<file path="src/rtl/spi_slave_pkg.sv">
// Shared types and constants for the SPI slave: FSM states, data width and
// SPI mode encoding {CKP,CPH}.
package spi_slave_pkg;

   localparam int DATA_W = 8;
   localparam int CNT_W  = 3;

   typedef enum logic {
      IDLE   = 1'b0,
      ACTIVE = 1'b1
   } state_t;

   typedef enum logic [1:0] {
      MODE0 = 2'b00,
      MODE1 = 2'b01,
      MODE2 = 2'b10,
      MODE3 = 2'b11
   } spi_mode_t;

   function automatic spi_mode_t make_mode(input logic ckp, input logic cph);
      return spi_mode_t'({ckp, cph});
   endfunction

   function automatic logic mode_ckp(input spi_mode_t mode);
      return mode[1];
   endfunction

   function automatic logic mode_cph(input spi_mode_t mode);
      return mode[0];
   endfunction

endpackage

</file>
<file path="src/rtl/spi_sync_edge.sv">
// Multi-flop synchronizer for an asynchronous pin plus rise/fall detection
// against a one-cycle-delayed copy of the synchronized level.
module spi_sync_edge
   import spi_slave_pkg::*;
#(
   parameter int STAGES = 2
) (
   input  logic clk,
   input  logic reset,
   input  logic init,
   input  logic din,
   output logic level,
   output logic rise,
   output logic fall
);

   logic [STAGES-1:0] sync_r;
   logic              prev_r;

   // Reset value is the pin's idle level so leaving reset creates no false edge.
   always_ff @(posedge clk) begin
      if (reset) begin
         sync_r <= {STAGES{init}};
         prev_r <= init;
      end else begin
         sync_r <= {sync_r[STAGES-2:0], din};
         prev_r <= sync_r[STAGES-1];
      end
   end

   assign level = sync_r[STAGES-1];
   assign rise  = level & ~prev_r;
   assign fall  = ~level & prev_r;

endmodule

</file>
<file path="src/rtl/spi_slave.sv">
// SPI slave supporting all four CKP/CPH modes, oversampling SCK/CS/MOSI on CLK.
// Mode is latched at CS fall; back-to-back bytes are supported under one CS.
module spi_slave
   import spi_slave_pkg::*;
#(
   parameter int SYNC_STAGES = 2
) (
   input  logic              CLK,
   input  logic              RESET,
   input  logic              CKP,
   input  logic              CPH,
   input  logic              CS,
   input  logic              SCK,
   input  logic              MOSI,
   output logic              MISO,
   input  logic [DATA_W-1:0] tx_data,
   output logic [DATA_W-1:0] rx_data,
   output logic              rx_valid,
   output logic              busy
);

   localparam logic [1:0] FLUSH_CYC = 2'(SYNC_STAGES);

   logic sck_level, sck_rise, sck_fall;
   logic cs_level, cs_rise, cs_fall;
   logic [SYNC_STAGES-1:0] mosi_sync_r;
   logic mosi_s;

   state_t            state_r;
   spi_mode_t         mode_r;
   logic [DATA_W-1:0] tx_shift_r;
   logic [DATA_W-1:0] rx_shift_r;
   logic [DATA_W-1:0] rx_data_r;
   logic [CNT_W-1:0]  bit_cnt_r;
   logic              first_r;
   logic              reload_r;
   logic              done_r;
   logic              rx_valid_r;
   logic              busy_r;
   logic [1:0]        flush_r;
   logic              armed_r;

   logic sck_chg_s, lead_s, trail_s, sample_s, shift_s;

   spi_sync_edge #(.STAGES(SYNC_STAGES)) u_sck_sync (
      .clk   (CLK),
      .reset (RESET),
      .init  (CKP),
      .din   (SCK),
      .level (sck_level),
      .rise  (sck_rise),
      .fall  (sck_fall)
   );

   spi_sync_edge #(.STAGES(SYNC_STAGES)) u_cs_sync (
      .clk   (CLK),
      .reset (RESET),
      .init  (1'b1),
      .din   (CS),
      .level (cs_level),
      .rise  (cs_rise),
      .fall  (cs_fall)
   );

   // MOSI uses the same depth as SCK so data and clock stay aligned.
   always_ff @(posedge CLK) begin
      if (RESET) begin
         mosi_sync_r <= '0;
      end else begin
         mosi_sync_r <= {mosi_sync_r[SYNC_STAGES-2:0], MOSI};
      end
   end

   assign mosi_s    = mosi_sync_r[SYNC_STAGES-1];
   assign sck_chg_s = sck_rise | sck_fall;
   assign lead_s    = sck_chg_s & (sck_level != mode_ckp(mode_r));
   assign trail_s   = sck_chg_s & (sck_level == mode_ckp(mode_r));
   assign sample_s  = mode_cph(mode_r) ? trail_s : lead_s;
   assign shift_s   = mode_cph(mode_r) ? lead_s  : trail_s;

   // After reset the CS synchronizer is flushed and CS must be seen high before
   // a falling edge may open a frame, so a CS held low through reset is ignored.
   always_ff @(posedge CLK) begin
      if (RESET) begin
         flush_r <= 2'd0;
         armed_r <= 1'b0;
      end else if (flush_r != FLUSH_CYC) begin
         flush_r <= flush_r + 2'd1;
      end else if (cs_level) begin
         armed_r <= 1'b1;
      end
   end

   // Frame FSM with shift registers, bit counter and registered outputs.
   always_ff @(posedge CLK) begin
      if (RESET) begin
         state_r    <= IDLE;
         mode_r     <= MODE0;
         tx_shift_r <= '0;
         rx_shift_r <= '0;
         rx_data_r  <= '0;
         bit_cnt_r  <= '0;
         first_r    <= 1'b0;
         reload_r   <= 1'b0;
         done_r     <= 1'b0;
         rx_valid_r <= 1'b0;
         busy_r     <= 1'b0;
      end else begin
         rx_valid_r <= done_r;
         done_r     <= 1'b0;
         if (done_r) begin
            rx_data_r <= rx_shift_r;
         end
         case (state_r)
            IDLE: begin
               if (cs_fall && armed_r) begin
                  state_r    <= ACTIVE;
                  busy_r     <= 1'b1;
                  mode_r     <= make_mode(CKP, CPH);
                  tx_shift_r <= tx_data;
                  bit_cnt_r  <= '0;
                  first_r    <= CPH;
                  reload_r   <= 1'b0;
               end
            end
            ACTIVE: begin
               if (sample_s) begin
                  rx_shift_r <= {rx_shift_r[DATA_W-2:0], mosi_s};
                  bit_cnt_r  <= bit_cnt_r + 3'd1;
                  if (bit_cnt_r == 3'd7) begin
                     done_r   <= 1'b1;
                     reload_r <= 1'b1;
                  end
               end
               // The first CPH=1 leading edge only presents bit 7.
               if (shift_s) begin
                  if (first_r) begin
                     first_r <= 1'b0;
                  end else if (reload_r) begin
                     tx_shift_r <= tx_data;
                     reload_r   <= 1'b0;
                  end else begin
                     tx_shift_r <= {tx_shift_r[DATA_W-2:0], 1'b0};
                  end
               end
               if (cs_rise) begin
                  state_r    <= IDLE;
                  busy_r     <= 1'b0;
                  tx_shift_r <= '0;
                  bit_cnt_r  <= '0;
                  reload_r   <= 1'b0;
               end
            end
            default: begin
               state_r    <= IDLE;
               busy_r     <= 1'b0;
               tx_shift_r <= '0;
            end
         endcase
      end
   end

   assign MISO     = tx_shift_r[DATA_W-1];
   assign rx_data  = rx_data_r;
   assign rx_valid = rx_valid_r;
   assign busy     = busy_r;

endmodule

</file>
<file path="config.mk">
export PLATFORM = sky130hd
export DESIGN_NAME = spi_slave
export DESIGN_NICKNAME = d
export VERILOG_FILES = /design/src/rtl/spi_slave_pkg.sv /design/src/rtl/spi_sync_edge.sv /design/src/rtl/spi_slave.sv
export SDC_FILE = /design/constraint.sdc
export NUM_CORES = 1
export LEC_CHECK = 0
export CELL_PAD_IN_SITES_DETAIL_PLACEMENT = 0
export CELL_PAD_IN_SITES_GLOBAL_PLACEMENT = 1
export CORE_MARGIN = 2
export CORE_UTILIZATION = 30
export CTS_BUF_LIST = sky130_fd_sc_hd__clkbuf_16
export DETAILED_ROUTE_END_ITERATION = 10
export PLACE_DENSITY = 0.65
export SLEW_MARGIN = 20
export SYNTH_ARGS = -nofsm -noshare
export SYNTH_HDL_FRONTEND = slang
export SYNTH_SLANG_ARGS = --single-unit
</file>
<file path="constraint.sdc">
create_clock -name CLK -period 1.8 [get_ports CLK]
set_input_delay 0.54 -clock CLK [delete_from_list [all_inputs] [get_ports CLK]]
set_output_delay 0.54 -clock CLK [all_outputs]
set_load 0.005 [all_outputs]
</file>
==> run_results.csv <==
group,metric,value,unit
clock_tree,insertion_delay,280,ps
place,gp_congestion,0.726,
sta,period_needed,1690,ps
critical_path,cp_data_required_time,1260,ps
power,p_int,1.85,mW
cells_and_area,antennaDiodeCount,0,
sta,fmax,591,MHz
place,dpl_cell_area,0.00228,mm^2
drt,detail-route-antenna-nets,0,
flow_run,drv_cap,0,
sta,holdWs,411,ps
power,switching_share,0.217,
sta,relSlewSlack,0.598,
logic_synthesis,syn_nets,215,
global_routing,grtUsageMet1,0.150,
power,p_total,2.37,mW
sta,final_max_slew_viol_count,0,
sta,final-setup-viol-count,0,
logic_synthesis,synth.distinct_cells,38,
floorplan,core_area,0.00624,mm^2
cells_and_area,fin_area,0.00244,mm^2
drt,firstDrtPassIters,4,
critical_path,critPathLaunchType,"flip-flop",
sta,finalHoldViolCount,0,
cells_and_area,nNetsFinal,246,
logic_synthesis,yosysWarnings,0,
critical_path,crit_type,"reg -> out",
logic_synthesis,syn_inst,197,
clock_tree,h-tree-depth,2,
critical_path,path_delay_family,"buffers and inverters",
floorplan,fp.dieArea,0.00702,mm^2
run_status,status,"completed",
power,clock_power_share,0.430,
drt,drc,0,
floorplan,die_h,83.8,um
place,hpwlAfterDp,2.61,mm
critical_path,cp_num_buf_inv,1,
critical_path,cp.arrival,1150,ps
global_routing,use_met2,0.181,
sta,rsz0062_at_grt,"no",
critical_path,crit_fanout,3,
power,vdd_drop_max,0.452,mV
floorplan,start_util,0.306,
sta,setup-tns-final,0,ps
logic_synthesis,netlist_area,0.00191,mm^2
floorplan,chipWidth,83.8,um
drt,drt_first_iter_violations,40,
sta,post-route-period-util,0.939,
place,io_buffers,25,
critical_path,endpoint_kind,"primary output",
critical_path,path_cells,"clkdlybuf4s50_1",
floorplan,io_pins,26,
drt,vias,1437,
clock_tree,cts_sinks,46,
clock_tree,cts-buffers-inserted,5,
power,combinationalPowerShare,0.101,
critical_path,slowest_stage,"clkdlybuf4s50_1",
global_routing,grt_antenna_before_repair,0,
power,power_frac_seq,0.469,
global_routing,grt_first_pass_wirelength,6.51,mm
power,p_switching,514,uW
power,p_leak,0.885,nW
floorplan,std_cell_rows,29,
power,p_per_area,969,mW/mm^2
logic_synthesis,syn_avg_cell_area,9.69,um^2
global_routing,gr-max-usage-layer,"met2",
clock_tree,clockBufferDepth,2,
clock_tree,cts-root-buf,"clkbuf_16",
cells_and_area,n_fill_cell,671,
clock_tree,cts_resized,0,
global_routing,grt_pass1_vias,1412,
global_routing,grtUsageMet3,0.0307,
critical_path,r2r_slack,150,ps
drt,routedWlPerCell,12.2,um
worst_hold_path,hold_path_class,"reg -> reg",
drt,avgViaCountPerCell,4.70,
clock_tree,post_cts_buffers,0,
sta,tightest_slew,600,ps
logic_synthesis,seq_area_frac_synth,0.482,
cells_and_area,syn2layout_area_growth,27.9,%
clock_tree,ctsHoldBuffers,0,
sta,fin_worst_skew,4.04,ps
global_routing,grt_overflow,0,
critical_path,crit_path_max_incr_delay,530,ps
cells_and_area,drive_gt1_frac,0.105,
global_routing,grt_max_degree,38,
global_routing,grt.total_usage,0.115,
clock_tree,cts_tree,"built",
logic_synthesis,yosys_register_bits,46,
clock_tree,clkTransAtPathRegs,60,ps
drt,wl,3.72,mm
[area by class of cell]
class                      instances  area, um^2  area share
sequential                        46         921       0.377
multi-input combinational        134         902       0.369
clock inverter                     3        41.3      0.0169
timing repair buffer              34         330       0.135
inverter                           7        26.3      0.0108
clock buffer                       5         125      0.0512
tap                               77        96.3      0.0394
[layout by cell type, fill, tap and decap left out, types with 2 or more instances in the layout]
master / netlist / final
a21oi_1: 10 / 10
nor2_1: 21 / 21
o21ai_0: 3 / 3
a221oi_1: 7 / 7
nand3b_1: 4 / 4
or2b_1: 2 / 2
nand3_1: 6 / 6
buf_4: 1 / 8
o22ai_1: 2 / 2
ha_1: 3 / 3
nor3_1: 15 / 15
dfxtp_1: 46 / 46
inv_1: 7 / 8
nor2b_1: 4 / 4
clkdlybuf4s50_1: 0 / 25
clkbuf_16: 0 / 5
and2_1: 2 / 2
mux2i_1: 19 / 19
nor4bb_1: 3 / 3
nand2_1: 8 / 8
nor3b_1: 8 / 8
or2_2: 3 / 3
[logic make-up (layout without fill, tap and decap cells)]
| kind of cell | after synthesis | after routing | synth area share |
|---|---|---|---|
| AO/OA/AOI/OAI | 27 | 27 | 0.0917 |
| XOR/XNOR | 2 | 2 | 0.0131 |
| adder cells (fa/ha/maj) | 3 | 3 | 0.0197 |
| buffers and inverters | 17 | 49 | 0.0452 |
| flip-flops | 46 | 46 | 0.482 |
| multiplexers | 21 | 21 | 0.113 |
| AND/OR/NAND/NOR | 81 | 81 | 0.235 |
[per-stage QoR]
step | std cells | util | setup WS, ps
after floorplan | 197 | - | 145
after global placement | 298 | 0.365 | 183
after detailed placement | 298 | 0.365 | 163
after CTS | 306 | 0.391 | 92.2
after global routing | 306 | 0.391 | 40.7
final | 306 | 0.391 | 109
[final timing paths]
check	startpoint	to	cells after the start
worst min-delay path	u_cs_sync.sync_r[0]	u_cs_sync.sync_r[1]	1
worst min register to register	u_cs_sync.sync_r[0]	u_cs_sync.sync_r[1]	1
worst max register to register	u_sck_sync.sync_r[1]	reload_r	4
worst max-delay path	busy	busy	1
[layer usage]
metal  routed length (um)  up-vias
li1                     -      752
met4                   66        0
met5                    0        -
met1                 1860      661
met2                 1680       17
met3                  106        7
[sequential cells by signal, indices dropped and copies added, names as in the netlist, 2 cells and up]
register           flops
rx_data                8
rx_shift_r             8
tx_shift_r             8
bit_cnt_r              3
flush_r                2
mode_r                 2
mosi_sync_r            2
u_cs_sync.sync_r       2
u_sck_sync.sync_r      2
[synthesized netlist by cell type]
| cell type | number | area (um^2) |
|---|---|---|
| dfxtp_1 | 46 | 921 |
| nor2_1 | 21 | 78.8 |
| mux2i_1 | 19 | 190 |
| nor3_1 | 15 | 75.1 |
| a21oi_1 | 10 | 50.1 |
| nand2_1 | 8 | 30.0 |
| nor3b_1 | 8 | 60.1 |
| a221oi_1 | 7 | 61.3 |
| inv_1 | 7 | 26.3 |
| clkbuf_1 | 6 | 22.5 |
| nand3_1 | 6 | 30.0 |
| nand3b_1 | 4 | 30.0 |
| nor2b_1 | 4 | 25.0 |
| ha_1 | 3 | 37.5 |
| nor4bb_1 | 3 | 30.0 |
| o21ai_0 | 3 | 15.0 |
| or2_2 | 3 | 18.8 |
| and2_1 | 2 | 12.5 |
| o22ai_1 | 2 | 12.5 |
| or2b_1 | 2 | 15.0 |
| a21o_1 | 1 | 7.51 |
| a21oi_2 | 1 | 8.76 |
| and3_1 | 1 | 6.26 |
| buf_2 | 1 | 5.00 |
| buf_4 | 1 | 7.51 |
| buf_6 | 1 | 11.3 |
| clkbuf_8 | 1 | 13.8 |
| mux2_2 | 1 | 11.3 |
| mux2_4 | 1 | 15.0 |
| nand2b_1 | 1 | 6.26 |
| nand4bb_1 | 1 | 11.3 |
| o211ai_1 | 1 | 7.51 |
| o21a_1 | 1 | 7.51 |
| o21ai_1 | 1 | 5.00 |
| or2b_2 | 1 | 8.76 |
| or4b_1 | 1 | 10.0 |
| xnor2_2 | 1 | 16.3 |
| xor2_1 | 1 | 8.76 |
[power groups by stage]
stage	Clock [mW]	Sequential [mW]	Combinational (mW)
floorplan	0	1.13	0.165
global placement	0	1.13	0.239
detailed placement	0	1.13	0.243
CTS	1.05	1.11	0.243
global route	1.10	1.12	0.271
finish	1.02	1.11	0.238
(Power assumes the default switching activity.)
